==> src/rtl/stream_pkg.sv <==
`default_nettype none
// +--------------------------------------------------------------------------+
// | Package : stream_pkg                                                     |
// | Purpose : Shared types and helpers for the pixel-stream to SDRAM         |
// |           framebuffer writer (FIFO entry layout, writer FSM states,      |
// |           pixel address computation).                                    |
// | Revision: 1.0 - initial release                                          |
// +--------------------------------------------------------------------------+
package stream_pkg;

  localparam int C_DATA_W = 32;

  // One buffered stream word plus the start-of-frame marker derived from
  // the stream address (adr == 0 marks pixel 0 of a frame).
  typedef struct packed {
    logic                sof;
    logic [C_DATA_W-1:0] data;
  } fifo_entry_t;

  localparam int C_ENTRY_W = $bits(fifo_entry_t);

  typedef enum logic [0:0] {
    IDLE  = 1'b0,
    WRITE = 1'b1
  } wr_state_t;

  // Byte address of a pixel; 32-bit arithmetic wraps modulo 2^32.
  function automatic logic [31:0] pix_adr(input logic [31:0] base,
                                          input logic [31:0] idx);
    return base + (idx << 2);
  endfunction

endpackage
`default_nettype wire

==> src/rtl/wshb_if.sv <==
`default_nettype none
// +--------------------------------------------------------------------------+
// | Interface: wshb_if                                                       |
// | Purpose  : Classic Wishbone bus bundle with 32-bit byte address.         |
// |            master : drives cyc/stb/we/adr/dat_ms/sel/cti/bte            |
// |            slave  : drives ack/err/rty/dat_sm                            |
// | Revision : 1.0 - initial release                                         |
// +--------------------------------------------------------------------------+
interface wshb_if #(
  parameter int DATA_BYTES = 4
) ();

  logic                    cyc;
  logic                    stb;
  logic                    we;
  logic [31:0]             adr;
  logic [8*DATA_BYTES-1:0] dat_ms;
  logic [8*DATA_BYTES-1:0] dat_sm;
  logic [DATA_BYTES-1:0]   sel;
  logic [2:0]              cti;
  logic [1:0]              bte;
  logic                    ack;
  logic                    err;
  logic                    rty;

  modport master (
    output cyc, stb, we, adr, dat_ms, sel, cti, bte,
    input  dat_sm, ack, err, rty
  );

  modport slave (
    input  cyc, stb, we, adr, dat_ms, sel, cti, bte,
    output dat_sm, ack, err, rty
  );

endinterface
`default_nettype wire

==> src/rtl/sync_fifo.sv <==
`default_nettype none
// +--------------------------------------------------------------------------+
// | Module  : sync_fifo                                                      |
// | Purpose : Single-clock show-ahead FIFO, power-of-two depth.              |
// | Ports   : sys_clk, sys_rst (async, active-high)                          |
// |           push/din   - write when not full (ignored when full)           |
// |           pop/dout   - dout always shows the head; pop when not empty    |
// |           full/empty - occupancy flags                                   |
// |           level      - registered occupancy after the current edge       |
// | Revision: 1.0 - initial release                                          |
// +--------------------------------------------------------------------------+
module sync_fifo #(
  parameter int WIDTH = 33,
  parameter int DEPTH = 16
) (
  input  logic                     sys_clk,
  input  logic                     sys_rst,
  input  logic                     push,
  input  logic                     pop,
  input  logic [WIDTH-1:0]         din,
  output logic [WIDTH-1:0]         dout,
  output logic                     full,
  output logic                     empty,
  output logic [$clog2(DEPTH):0]   level
);

  localparam int            AW     = $clog2(DEPTH);
  localparam logic [AW:0]   C_FULL = (AW+1)'(DEPTH);

  logic [WIDTH-1:0] r_mem [DEPTH];
  logic [AW-1:0]    r_wr_ptr;
  logic [AW-1:0]    r_rd_ptr;
  logic [AW:0]      r_level;
  logic             w_do_push;
  logic             w_do_pop;

  assign full      = (r_level == C_FULL);
  assign empty     = (r_level == '0);
  assign w_do_push = push & ~full;
  assign w_do_pop  = pop & ~empty;
  assign dout      = r_mem[r_rd_ptr];
  assign level     = r_level;

  // Storage carries no reset: contents are meaningless once the pointers
  // and level are cleared.
  always_ff @(posedge sys_clk) begin
    if (w_do_push) begin
      r_mem[r_wr_ptr] <= din;
    end
  end

  // Pointers wrap naturally because DEPTH is a power of two.
  always_ff @(posedge sys_clk or posedge sys_rst) begin
    if (sys_rst) begin
      r_wr_ptr <= '0;
      r_rd_ptr <= '0;
      r_level  <= '0;
    end else begin
      if (w_do_push) r_wr_ptr <= r_wr_ptr + 1'b1;
      if (w_do_pop)  r_rd_ptr <= r_rd_ptr + 1'b1;
      case ({w_do_push, w_do_pop})
        2'b10:   r_level <= r_level + 1'b1;
        2'b01:   r_level <= r_level - 1'b1;
        default: r_level <= r_level;
      endcase
    end
  end

endmodule
`default_nettype wire

==> src/rtl/stream_to_sdram.sv <==
`default_nettype none
// +--------------------------------------------------------------------------+
// | Module  : stream_to_sdram                                                |
// | Purpose : Wishbone responder for the pixel stream. Accepted words are    |
// |           buffered and re-issued as classic single Wishbone writes into  |
// |           the SDRAM framebuffer, one pixel per 32-bit word.              |
// | Ports   : sys_clk    - system clock                                      |
// |           sys_rst    - asynchronous, active-high reset                   |
// |           wshb_ifs   - stream responder (writes pushed, reads -> err)    |
// |           wshb_ifm   - SDRAM write initiator                             |
// |           frame_done - one-cycle pulse after last pixel of a frame acked |
// |           fifo_level - registered FIFO occupancy                         |
// | Revision: 1.0 - initial release                                          |
// +--------------------------------------------------------------------------+
module stream_to_sdram
  import stream_pkg::*;
#(
  parameter int          HDISP      = 800,
  parameter int          VDISP      = 480,
  parameter int          FIFO_DEPTH = 16,
  parameter logic [31:0] BASE_ADR   = 32'h0
) (
  input  logic                          sys_clk,
  input  logic                          sys_rst,
  wshb_if.slave                         wshb_ifs,
  wshb_if.master                        wshb_ifm,
  output logic                          frame_done,
  output logic [$clog2(FIFO_DEPTH):0]   fifo_level
);

  localparam int                NPIX       = HDISP * VDISP;
  localparam int                IDX_W      = $clog2(NPIX);
  localparam logic [IDX_W-1:0]  C_LAST_IDX = IDX_W'(NPIX - 1);

  // ---------------------------------------------------------------------
  // Stream responder
  // ---------------------------------------------------------------------
  logic        r_ack;
  logic        r_err;
  logic        w_wr_req;
  logic        w_rd_req;
  logic        w_push;
  logic        w_pop;
  logic        w_full;
  logic        w_empty;
  fifo_entry_t w_din;
  fifo_entry_t w_head;

  // The !ack / !err terms stop a held request from being serviced twice,
  // which yields the registered-ack rate of one response every two cycles.
  assign w_wr_req = wshb_ifs.cyc & wshb_ifs.stb & wshb_ifs.we & ~r_ack;
  assign w_rd_req = wshb_ifs.cyc & wshb_ifs.stb & ~wshb_ifs.we & ~r_err;
  assign w_push   = w_wr_req & ~w_full;

  assign w_din.sof  = (wshb_ifs.adr == 32'h0);
  assign w_din.data = wshb_ifs.dat_ms;

  always_ff @(posedge sys_clk or posedge sys_rst) begin
    if (sys_rst) begin
      r_ack <= 1'b0;
      r_err <= 1'b0;
    end else begin
      r_ack <= w_push;
      r_err <= w_rd_req;
    end
  end

  assign wshb_ifs.ack    = r_ack;
  assign wshb_ifs.err    = r_err;
  assign wshb_ifs.rty    = 1'b0;
  assign wshb_ifs.dat_sm = '0;

  sync_fifo #(
    .WIDTH (C_ENTRY_W),
    .DEPTH (FIFO_DEPTH)
  ) u_fifo (
    .sys_clk (sys_clk),
    .sys_rst (sys_rst),
    .push    (w_push),
    .pop     (w_pop),
    .din     (w_din),
    .dout    (w_head),
    .full    (w_full),
    .empty   (w_empty),
    .level   (fifo_level)
  );

  // ---------------------------------------------------------------------
  // SDRAM writer
  // ---------------------------------------------------------------------
  wr_state_t        r_state;
  wr_state_t        w_state_nxt;
  logic             r_cyc,  w_cyc_nxt;
  logic             r_stb,  w_stb_nxt;
  logic             r_we,   w_we_nxt;
  logic [31:0]      r_adr,  w_adr_nxt;
  logic [31:0]      r_dat,  w_dat_nxt;
  logic [3:0]       r_sel,  w_sel_nxt;
  logic [2:0]       r_cti,  w_cti_nxt;
  logic [1:0]       r_bte,  w_bte_nxt;
  logic [IDX_W-1:0] r_cur_idx, w_cur_idx_nxt;
  logic [IDX_W-1:0] r_pix_idx, w_pix_idx_nxt;
  logic             r_frame_done, w_frame_done_nxt;
  logic [IDX_W-1:0] w_idx_sel;

  // A start-of-frame word resynchronises the pixel counter to 0.
  assign w_idx_sel = w_head.sof ? '0 : r_pix_idx;

  always_ff @(posedge sys_clk or posedge sys_rst) begin
    if (sys_rst) begin
      r_state <= IDLE;
    end else begin
      r_state <= w_state_nxt;
    end
  end

  always_comb begin
    w_state_nxt      = r_state;
    w_cyc_nxt        = r_cyc;
    w_stb_nxt        = r_stb;
    w_we_nxt         = r_we;
    w_adr_nxt        = r_adr;
    w_dat_nxt        = r_dat;
    w_sel_nxt        = r_sel;
    w_cti_nxt        = r_cti;
    w_bte_nxt        = r_bte;
    w_cur_idx_nxt    = r_cur_idx;
    w_pix_idx_nxt    = r_pix_idx;
    w_frame_done_nxt = 1'b0;
    w_pop            = 1'b0;
    case (r_state)
      IDLE: begin
        // The head stays in the FIFO until acknowledged, so a retried
        // word is simply reloaded from here with the same address.
        if (!w_empty) begin
          w_cyc_nxt     = 1'b1;
          w_stb_nxt     = 1'b1;
          w_we_nxt      = 1'b1;
          w_adr_nxt     = pix_adr(BASE_ADR, 32'(w_idx_sel));
          w_dat_nxt     = w_head.data;
          w_sel_nxt     = 4'hF;
          w_cti_nxt     = 3'b000;
          w_bte_nxt     = 2'b00;
          w_cur_idx_nxt = w_idx_sel;
          w_state_nxt   = WRITE;
        end
      end
      WRITE: begin
        if (wshb_ifm.ack || wshb_ifm.err) begin
          // An errored word is discarded but still consumes its pixel slot.
          w_pop            = 1'b1;
          w_pix_idx_nxt    = (r_cur_idx == C_LAST_IDX) ? '0 : r_cur_idx + 1'b1;
          w_frame_done_nxt = (r_cur_idx == C_LAST_IDX);
          w_cyc_nxt        = 1'b0;
          w_stb_nxt        = 1'b0;
          w_state_nxt      = IDLE;
        end else if (wshb_ifm.rty) begin
          w_cyc_nxt   = 1'b0;
          w_stb_nxt   = 1'b0;
          w_state_nxt = IDLE;
        end
      end
      default: begin
        w_state_nxt = IDLE;
      end
    endcase
  end

  always_ff @(posedge sys_clk or posedge sys_rst) begin
    if (sys_rst) begin
      r_cyc        <= 1'b0;
      r_stb        <= 1'b0;
      r_we         <= 1'b0;
      r_adr        <= '0;
      r_dat        <= '0;
      r_sel        <= '0;
      r_cti        <= '0;
      r_bte        <= '0;
      r_cur_idx    <= '0;
      r_pix_idx    <= '0;
      r_frame_done <= 1'b0;
    end else begin
      r_cyc        <= w_cyc_nxt;
      r_stb        <= w_stb_nxt;
      r_we         <= w_we_nxt;
      r_adr        <= w_adr_nxt;
      r_dat        <= w_dat_nxt;
      r_sel        <= w_sel_nxt;
      r_cti        <= w_cti_nxt;
      r_bte        <= w_bte_nxt;
      r_cur_idx    <= w_cur_idx_nxt;
      r_pix_idx    <= w_pix_idx_nxt;
      r_frame_done <= w_frame_done_nxt;
    end
  end

  assign wshb_ifm.cyc    = r_cyc;
  assign wshb_ifm.stb    = r_stb;
  assign wshb_ifm.we     = r_we;
  assign wshb_ifm.adr    = r_adr;
  assign wshb_ifm.dat_ms = r_dat;
  assign wshb_ifm.sel    = r_sel;
  assign wshb_ifm.cti    = r_cti;
  assign wshb_ifm.bte    = r_bte;
  assign frame_done      = r_frame_done;

  // Bus fields this block has no use for: stream byte lanes and burst
  // hints (every word is stored whole) and SDRAM read data.
  logic w_unused_ok;
  assign w_unused_ok = ^{wshb_ifs.sel, wshb_ifs.cti, wshb_ifs.bte, wshb_ifm.dat_sm};

endmodule
`default_nettype wire
==> src/flat_wrapper.sv <==
// flat-port wrapper written by rule: the top's interface ports become plain ports
module stream_to_sdram_flat import stream_pkg::*;
#(
  parameter int          HDISP      = 800,
  parameter int          VDISP      = 480,
  parameter int          FIFO_DEPTH = 16,
  parameter logic [31:0] BASE_ADR   = 32'h0
)
  (sys_clk, sys_rst, frame_done, fifo_level, wshb_ifs_cyc, wshb_ifs_stb, wshb_ifs_we, wshb_ifs_adr, wshb_ifs_dat_ms, wshb_ifs_sel, wshb_ifs_cti, wshb_ifs_bte, wshb_ifs_dat_sm, wshb_ifs_ack, wshb_ifs_err, wshb_ifs_rty, wshb_ifm_cyc, wshb_ifm_stb, wshb_ifm_we, wshb_ifm_adr, wshb_ifm_dat_ms, wshb_ifm_sel, wshb_ifm_cti, wshb_ifm_bte, wshb_ifm_dat_sm, wshb_ifm_ack, wshb_ifm_err, wshb_ifm_rty);
  wshb_if wshb_ifs_i ();
  wshb_if wshb_ifm_i ();
  input  logic sys_clk;
  input  logic sys_rst;
  output logic frame_done;
  output logic [$clog2(FIFO_DEPTH):0] fifo_level;
  input wire logic [$bits(wshb_ifs_i.cyc)-1:0] wshb_ifs_cyc;
  input wire logic [$bits(wshb_ifs_i.stb)-1:0] wshb_ifs_stb;
  input wire logic [$bits(wshb_ifs_i.we)-1:0] wshb_ifs_we;
  input wire logic [$bits(wshb_ifs_i.adr)-1:0] wshb_ifs_adr;
  input wire logic [$bits(wshb_ifs_i.dat_ms)-1:0] wshb_ifs_dat_ms;
  input wire logic [$bits(wshb_ifs_i.sel)-1:0] wshb_ifs_sel;
  input wire logic [$bits(wshb_ifs_i.cti)-1:0] wshb_ifs_cti;
  input wire logic [$bits(wshb_ifs_i.bte)-1:0] wshb_ifs_bte;
  output wire logic [$bits(wshb_ifs_i.dat_sm)-1:0] wshb_ifs_dat_sm;
  output wire logic [$bits(wshb_ifs_i.ack)-1:0] wshb_ifs_ack;
  output wire logic [$bits(wshb_ifs_i.err)-1:0] wshb_ifs_err;
  output wire logic [$bits(wshb_ifs_i.rty)-1:0] wshb_ifs_rty;
  output wire logic [$bits(wshb_ifm_i.cyc)-1:0] wshb_ifm_cyc;
  output wire logic [$bits(wshb_ifm_i.stb)-1:0] wshb_ifm_stb;
  output wire logic [$bits(wshb_ifm_i.we)-1:0] wshb_ifm_we;
  output wire logic [$bits(wshb_ifm_i.adr)-1:0] wshb_ifm_adr;
  output wire logic [$bits(wshb_ifm_i.dat_ms)-1:0] wshb_ifm_dat_ms;
  output wire logic [$bits(wshb_ifm_i.sel)-1:0] wshb_ifm_sel;
  output wire logic [$bits(wshb_ifm_i.cti)-1:0] wshb_ifm_cti;
  output wire logic [$bits(wshb_ifm_i.bte)-1:0] wshb_ifm_bte;
  input wire logic [$bits(wshb_ifm_i.dat_sm)-1:0] wshb_ifm_dat_sm;
  input wire logic [$bits(wshb_ifm_i.ack)-1:0] wshb_ifm_ack;
  input wire logic [$bits(wshb_ifm_i.err)-1:0] wshb_ifm_err;
  input wire logic [$bits(wshb_ifm_i.rty)-1:0] wshb_ifm_rty;
  assign wshb_ifs_i.cyc = wshb_ifs_cyc;
  assign wshb_ifs_i.stb = wshb_ifs_stb;
  assign wshb_ifs_i.we = wshb_ifs_we;
  assign wshb_ifs_i.adr = wshb_ifs_adr;
  assign wshb_ifs_i.dat_ms = wshb_ifs_dat_ms;
  assign wshb_ifs_i.sel = wshb_ifs_sel;
  assign wshb_ifs_i.cti = wshb_ifs_cti;
  assign wshb_ifs_i.bte = wshb_ifs_bte;
  assign wshb_ifs_dat_sm = wshb_ifs_i.dat_sm;
  assign wshb_ifs_ack = wshb_ifs_i.ack;
  assign wshb_ifs_err = wshb_ifs_i.err;
  assign wshb_ifs_rty = wshb_ifs_i.rty;
  assign wshb_ifm_cyc = wshb_ifm_i.cyc;
  assign wshb_ifm_stb = wshb_ifm_i.stb;
  assign wshb_ifm_we = wshb_ifm_i.we;
  assign wshb_ifm_adr = wshb_ifm_i.adr;
  assign wshb_ifm_dat_ms = wshb_ifm_i.dat_ms;
  assign wshb_ifm_sel = wshb_ifm_i.sel;
  assign wshb_ifm_cti = wshb_ifm_i.cti;
  assign wshb_ifm_bte = wshb_ifm_i.bte;
  assign wshb_ifm_i.dat_sm = wshb_ifm_dat_sm;
  assign wshb_ifm_i.ack = wshb_ifm_ack;
  assign wshb_ifm_i.err = wshb_ifm_err;
  assign wshb_ifm_i.rty = wshb_ifm_rty;
  stream_to_sdram #(.HDISP(HDISP), .VDISP(VDISP), .FIFO_DEPTH(FIFO_DEPTH), .BASE_ADR(BASE_ADR)) u_core (.sys_clk(sys_clk), .sys_rst(sys_rst), .wshb_ifs(wshb_ifs_i), .wshb_ifm(wshb_ifm_i), .frame_done(frame_done), .fifo_level(fifo_level));
endmodule
==> config.mk <==
export PLATFORM = sky130hd
export DESIGN_NAME = stream_to_sdram_flat
export DESIGN_NICKNAME = d
export VERILOG_FILES = /design/src/rtl/stream_pkg.sv /design/src/rtl/wshb_if.sv /design/src/rtl/sync_fifo.sv /design/src/rtl/stream_to_sdram.sv /design/src/flat_wrapper.sv
export SDC_FILE = /design/constraint.sdc
export NUM_CORES = 1
export LEC_CHECK = 0
export CAP_MARGIN = 15
export CORE_ASPECT_RATIO = 0.6
export CORE_MARGIN = 5
export CORE_UTILIZATION = 44
export DETAILED_ROUTE_END_ITERATION = 12
export PLACE_DENSITY = 0.63
export SYNTH_ARGS = -nofsm -noshare
export SYNTH_HDL_FRONTEND = slang
export SYNTH_SLANG_ARGS = --single-unit
==> constraint.sdc <==
create_clock -name sys_clk -period 4.1 [get_ports sys_clk]
set_clock_uncertainty 0.15 [all_clocks]
set_input_delay 0.615 -clock sys_clk [delete_from_list [all_inputs] [get_ports sys_clk]]
set_output_delay 0.615 -clock sys_clk [all_outputs]
set_load 0.02 [all_outputs]
==> metrics.yaml, run 1 <==
status: "finished, final reports clean"
wl_per_cell_um: 24.7
hold_ws_ps: 298
async_flop_share: 0.144
grt_first_pass_wirelength_mm: 79.4
synthCells: 1214
total_power_mw: 17.9
cts.hold.buffers_added: 0
final_max_slew_viol_count: 0
worstPathArrival_ps: 3380
grt_pass1_vias: 12300
vdd_drop_max_v: 0.000420
slowest_stage: "a2111oi_4"
via_count: 11800
io_pins: 230
mappedNetlistArea_um2: 24300
post_cts_resized: 0
n_fill_cell: 4264
power_frac_clock: 0.285
crit_required_ps: 4460
post-cts-setup-buffer-count: 0
synth_seq_cells: 617
switching_share: 0.299
crit_type: "flop to flop"
period_minus_slack_ps: 3010
hold_viol: 0
maxCapViolations: 0
antenna_cells: 0
antenna_found_initial: 1
max_freq_ghz: 0.332
viasPerCell: 5.53
multi_input_area_um2: 5670
tightest_slew_ps: 957
dieArea_um2: 60200
critPathMaxStageDelay_ps: 690
yosysSeqAreaShare: 0.743
areaGrowthSynthToFinish_pct: 16.4
die_h_um: 192
synth_warnings: 0
synth_cell_types: 51
cts_root_buf: "clkbuf_16"
grt.total_usage: 0.175
p_int_mw: 12.5
gp_congestion: 0.739
overflow: 0
final_cell_mix: "edfxtp_1 (528), clkdlybuf4s50_1 (137), mux4_2 (128), dfrtp_1 (86), mux2i_1 (66)"
p_sw_mw: 5.35
dr.pass1.iters: 5
pwr-share-seq: 0.438
initial_core_util: 0.447
drc: 0
startpoint_type: "flop"
min_path_type: "flop to flop"
drt_iter0_drc: 944
cts_tree: "yes"
final_common_cell: "edfxtp_1"
worstPathCellList: "nor4_4, a2111oi_4, inv_4, ha_1, xor2_1, ha_1, nand2_1, nand2_1, a21oi_1, nor3_1, xnor2_1"
slew_headroom: 0.359
drt.antenna.violating_nets: 0
fp.dieW_um: 314
comb_power_share: 0.277
fin_crit_sh: 0.735
path_clk_slew_ps: 60
grt_start_max_net_pins: 86
clock_path_buffers: 3
htree_levels: 2
nNetsFinal: 1501
cts_buffers: 54
synth_edf_count: 528
synth-main-ff-cell: "edfxtp_1"
power_leakage_nw: 9.55
drive_gt1_frac: 0.202
cp-end-kind: "flop"
p_per_area_nw_per_um2: 631
core_area_um2: 54400
placement.io_buffers: 137
routed_wirelength_mm: 52.7
cts.sinks: 617
place_hpwl_mm: 29.9
syn_avg_cell_area_um2: 20.0
grt_setup_unrepaired: "false"
rows: 66
setup-tns-final_ps: 0
worstSkewPairLatency_ps: 590
setup_viol: 0
path_max_fanout: 9
regArea_um2: 18100
==> flip-flops by register name, indices dropped and copies added, names as in the netlist, 4 cells and up <==
register                cells
u_core.r_pix_idx           19
u_core.u_fifo.level         5
u_core.u_fifo.r_mem       528
u_core.wshb_ifm.adr        19
u_core.wshb_ifm.dat_ms     32
u_core.u_fifo.r_wr_ptr      4
u_core.u_fifo.r_rd_ptr      4
==> synthesized netlist by cell type, types with 7 or more instances <==
| master | number | share of area |
|---|---|---|
| buf_1 | 11 | 0.0017 |
| mux2_2 | 7 | 0.0032 |
| buf_4 | 72 | 0.022 |
| inv_1 | 8 | 0.0012 |
| xnor2_1 | 12 | 0.0043 |
| edfxtp_1 | 528 | 0.65 |
| and2_1 | 17 | 0.0044 |
| o221ai_1 | 31 | 0.011 |
| xor2_1 | 18 | 0.0065 |
| nor2_1 | 13 | 0.0020 |
| a22o_1 | 19 | 0.0068 |
| clkbuf_1 | 16 | 0.0025 |
| mux4_2 | 128 | 0.12 |
| nand4_1 | 9 | 0.0023 |
| nor4_1 | 8 | 0.0021 |
| o21ai_0 | 13 | 0.0027 |
| a21oi_1 | 9 | 0.0019 |
| ha_1 | 9 | 0.0046 |
| mux2i_1 | 66 | 0.027 |
| buf_2 | 12 | 0.0025 |
| nand2_1 | 61 | 0.0094 |
| dfrtp_1 | 89 | 0.092 |
==> worst max-delay path: cells and delay by family, from the launching register on <==
family | cells | cell delay (ps)
flops | 1 | 530
simple gates | 4 | 520
compound gates | 2 | 750
buf+inv | 1 | 90
fa+ha+maj | 2 | 550
xor+xnor | 2 | 340
==> power groups by stage <==
stage          Sequential, mW  Combinational [mW]  Clock (mW)
3_5_place_dp             7.97                5.01           0
2_1_floorplan            7.84                3.56           0
4_1_cts                  7.84                5.03        5.23
6_report                 7.82                4.95        5.09
5_1_grt                  7.89                5.37        5.52
3_3_place_gp             7.96                4.96           0
==> cell type report <==
cell class,count,share of cell area
Clock inverter,30,0.0104
Tap cell,714,0.0315
Clock buffer,70,0.0523
Timing Repair Buffer,174,0.0653
Inverter,9,0.00137
Multi-Input combinational cell,523,0.200
Sequential cell,617,0.639
==> final timing paths <==
| check | start | endpoint | slack, ps | depth (start not counted) |
|---|---|---|---|---|
| worst min register to register | u_core.wshb_ifs.err | u_core.wshb_ifs.err | 300 | 1 |
| worst max register to register | u_core.u_fifo.level[1] | u_core.u_fifo.level[4] | 1090 | 11 |
| worst max-delay path | u_core.u_fifo.level[1] | u_core.u_fifo.level[4] | 1090 | 11 |
| worst min-delay path | u_core.wshb_ifs.err | u_core.wshb_ifs.err | 300 | 1 |
| min in group asynchronous | sys_rst | u_core.wshb_ifs.err | 400 | 2 |
| max in group asynchronous | sys_rst | u_core.wshb_ifm.dat_ms[11] | 2630 | 3 |
==> layer usage <==
metal	vias up	part of all wire	track usage	wire length, um
met1	6313	0.47	0.265	24600
met5	-	0.00021	0	11
met4	2	0.014	0.0309	715
li1	5137	-	-	-
met2	301	0.46	0.275	24400
met3	59	0.056	0.0308	2970
==> through the flow <==
step | utilization | instances | setup WS, ps | area [um2]
after CTS | 0.520 | 2137 | 1080 | 28300
final | 0.520 | 2137 | 1090 | 28300
after global routing | 0.520 | 2137 | 795 | 28300
after global placement | 0.488 | 2037 | 604 | 26500
after floorplan | - | 1264 | 1030 | 24500
after detailed placement | 0.488 | 2037 | 556 | 26500
==> logic make-up after synthesis <==
| logic type | share of synthesized area |
|---|---|
| xor+xnor | 0.0108 |
| simple gates | 0.0291 |
| compound gates | 0.0309 |
| other cells | 0.000154 |
| flops | 0.743 |
| buf+inv | 0.0322 |
| mux | 0.149 |
| fa+ha+maj | 0.00463 |
Note: power is estimated with default switching activity, not from simulation.
==> inputs of run 2 (changes only) <==
Clock period 4.1 ns to 3.1 ns, I/O delays scaled along.
==> run 2 against run 1 <==
  * Sequential power grew 30%
  * Clock power grew 38%
  * Sequential cell count is the same
  * Critical endpoint unchanged
  * Routed wire length grew 0.28%
  * Utilization grew 0.79 points
  * Setup slack lost 640 ps
  * Total power grew 35%
  * Count of clock-buffer cells in the layout grew 2
==> metrics.yaml, run 2 (synthesis results as in run 1) <==
worst-path-buf-inv: 0
cts_tree: "yes"
fp.dieW_um: 314
fin_util: 0.528
maxCapViolations: 0
top_register: "u_core.u_fifo.r_mem"
routed_wirelength_mm: 52.8
dp_cells: 2065
drc: 0
cp-end-kind: "flop"
crit_required_ps: 3460
via_count: 11900
grt_pass1_vias: 12200
p_per_area_nw_per_um2: 837
wl_per_cell_um: 24.4
dr.pass1.iters: 5
power_leakage_nw: 9.77
path_clk_slew_ps: 70
core_area_um2: 54400
drt.antenna.violating_nets: 0
wl_met3_mm: 3.07
max_freq_ghz: 0.376
io_pins: 230
worstSkewPairLatency_ps: 600
nNetsFinal: 1530
min_path_type: "input port to async pin"
tightest_slew_ps: 646
setup-tns-final_ps: 0
setup_viol: 0
critPathMaxStageDelay_ps: 530
viasPerCell: 5.50
place_hpwl_mm: 31.7
place_ws_ps: 164
antenna_cells: 0
grt_setup_unrepaired: "false"
slew_headroom: 0.569
post-cts-setup-buffer-count: 0
status: "finished, final reports clean"
grt_start_max_net_pins: 50
cts_buffers: 55
final_cell_mix: "edfxtp_1 (528), clkdlybuf4s50_1 (137), mux4_2 (128), dfrtp_1 (86), mux2i_1 (66)"
crit_type: "flop to flop"
largest_reg_flops: 528
rows: 66
worstPathArrival_ps: 3020
post_cts_resized: 0
startpoint_type: "flop"
dr.max_layer_used: "met5"
final_cells: 2168
final_max_slew_viol_count: 0
gp_congestion: 0.757
clock_path_buffers: 3
die_h_um: 192
fin_crit_sh: 0.858
drt_iter0_drc: 1026
final_common_cell: "edfxtp_1"
hold_ws_ps: 142
areaGrowthSynthToFinish_pct: 18.2
cts_root_buf: "clkbuf_16"
dieArea_um2: 60200
grt.total_usage: 0.175
placed_area_um2: 26900
period_minus_slack_ps: 2660
htree_levels: 2
wl_met2_mm: 24.4
grt_first_pass_wirelength_mm: 79.5
worst_slack_ps: 440
drive_gt1_frac: 0.217
cp_top_family: "simple AND/OR/NAND/NOR gates"
wl_met1_mm: 24.6
worstPathCellList: "nor4_4, a21oi_1, ha_1, xor2_1, ha_1, nand2_1, nand2_1, a21oi_1, nor3_1, xnor2_1"
path_max_fanout: 8
cts.sinks: 617
antenna_found_initial: 3
hold_viol: 0
total_power_mw: 24.1
slowest_stage: "nor4_4"
initial_core_util: 0.447
overflow: 0
cts.hold.buffers_added: 0
placement.io_buffers: 137
finalInstanceArea_um2: 28800
vdd_drop_max_v: 0.000715
## run 2: report_power, final
part / total, mW / switching [mW] / internal, mW
Clock: 7.02 / 2.96 / 4.06
Sequential: 10.2 / 0.615 / 9.59
Combinational: 6.82 / 3.51 / 3.31
## run 2: final timing paths
check / startpoint / endpoint / slack, ps / depth (start not counted)
max: u_core.u_fifo.level[2] / u_core.u_fifo.level[4] / 440 / 10
min: sys_rst / u_core.u_fifo.level[4] / 140 / 2
max reg2reg: u_core.u_fifo.level[2] / u_core.u_fifo.level[4] / 440 / 10
min reg2reg: u_core.wshb_ifs.err / u_core.wshb_ifs.err / 300 / 1
max in group asynchronous: sys_rst / u_core.r_pix_idx[10] / 1940 / 3
min in group sys_clk: u_core.wshb_ifs.err / u_core.wshb_ifs.err / 300 / 1
## run 2: final cells by class
class                           instances  area (um2)
Inverter                                9        38.8
Clock inverter                         31         365
Timing Repair Buffer                  202        2200
Tap cell                              714         893
Clock buffer                           72        1490
Sequential cell                       617       18100
Fill cell                            4220       25700
Multi-Input combinational cell        523        5670
## run 2: routing by layer
metal,GRT usage,vias to the layer above
met5,0,-
met1,0.267,6317
met2,0.271,339
li1,-,5189
met3,0.0340,64
met4,0.0293,6
==> inputs of run 3 (changes only) <==
Settings changed: CAP_MARGIN 15 to 20.
==> results of run 3 <==
Final layout, timing and power as in run 2 (identical DEF).
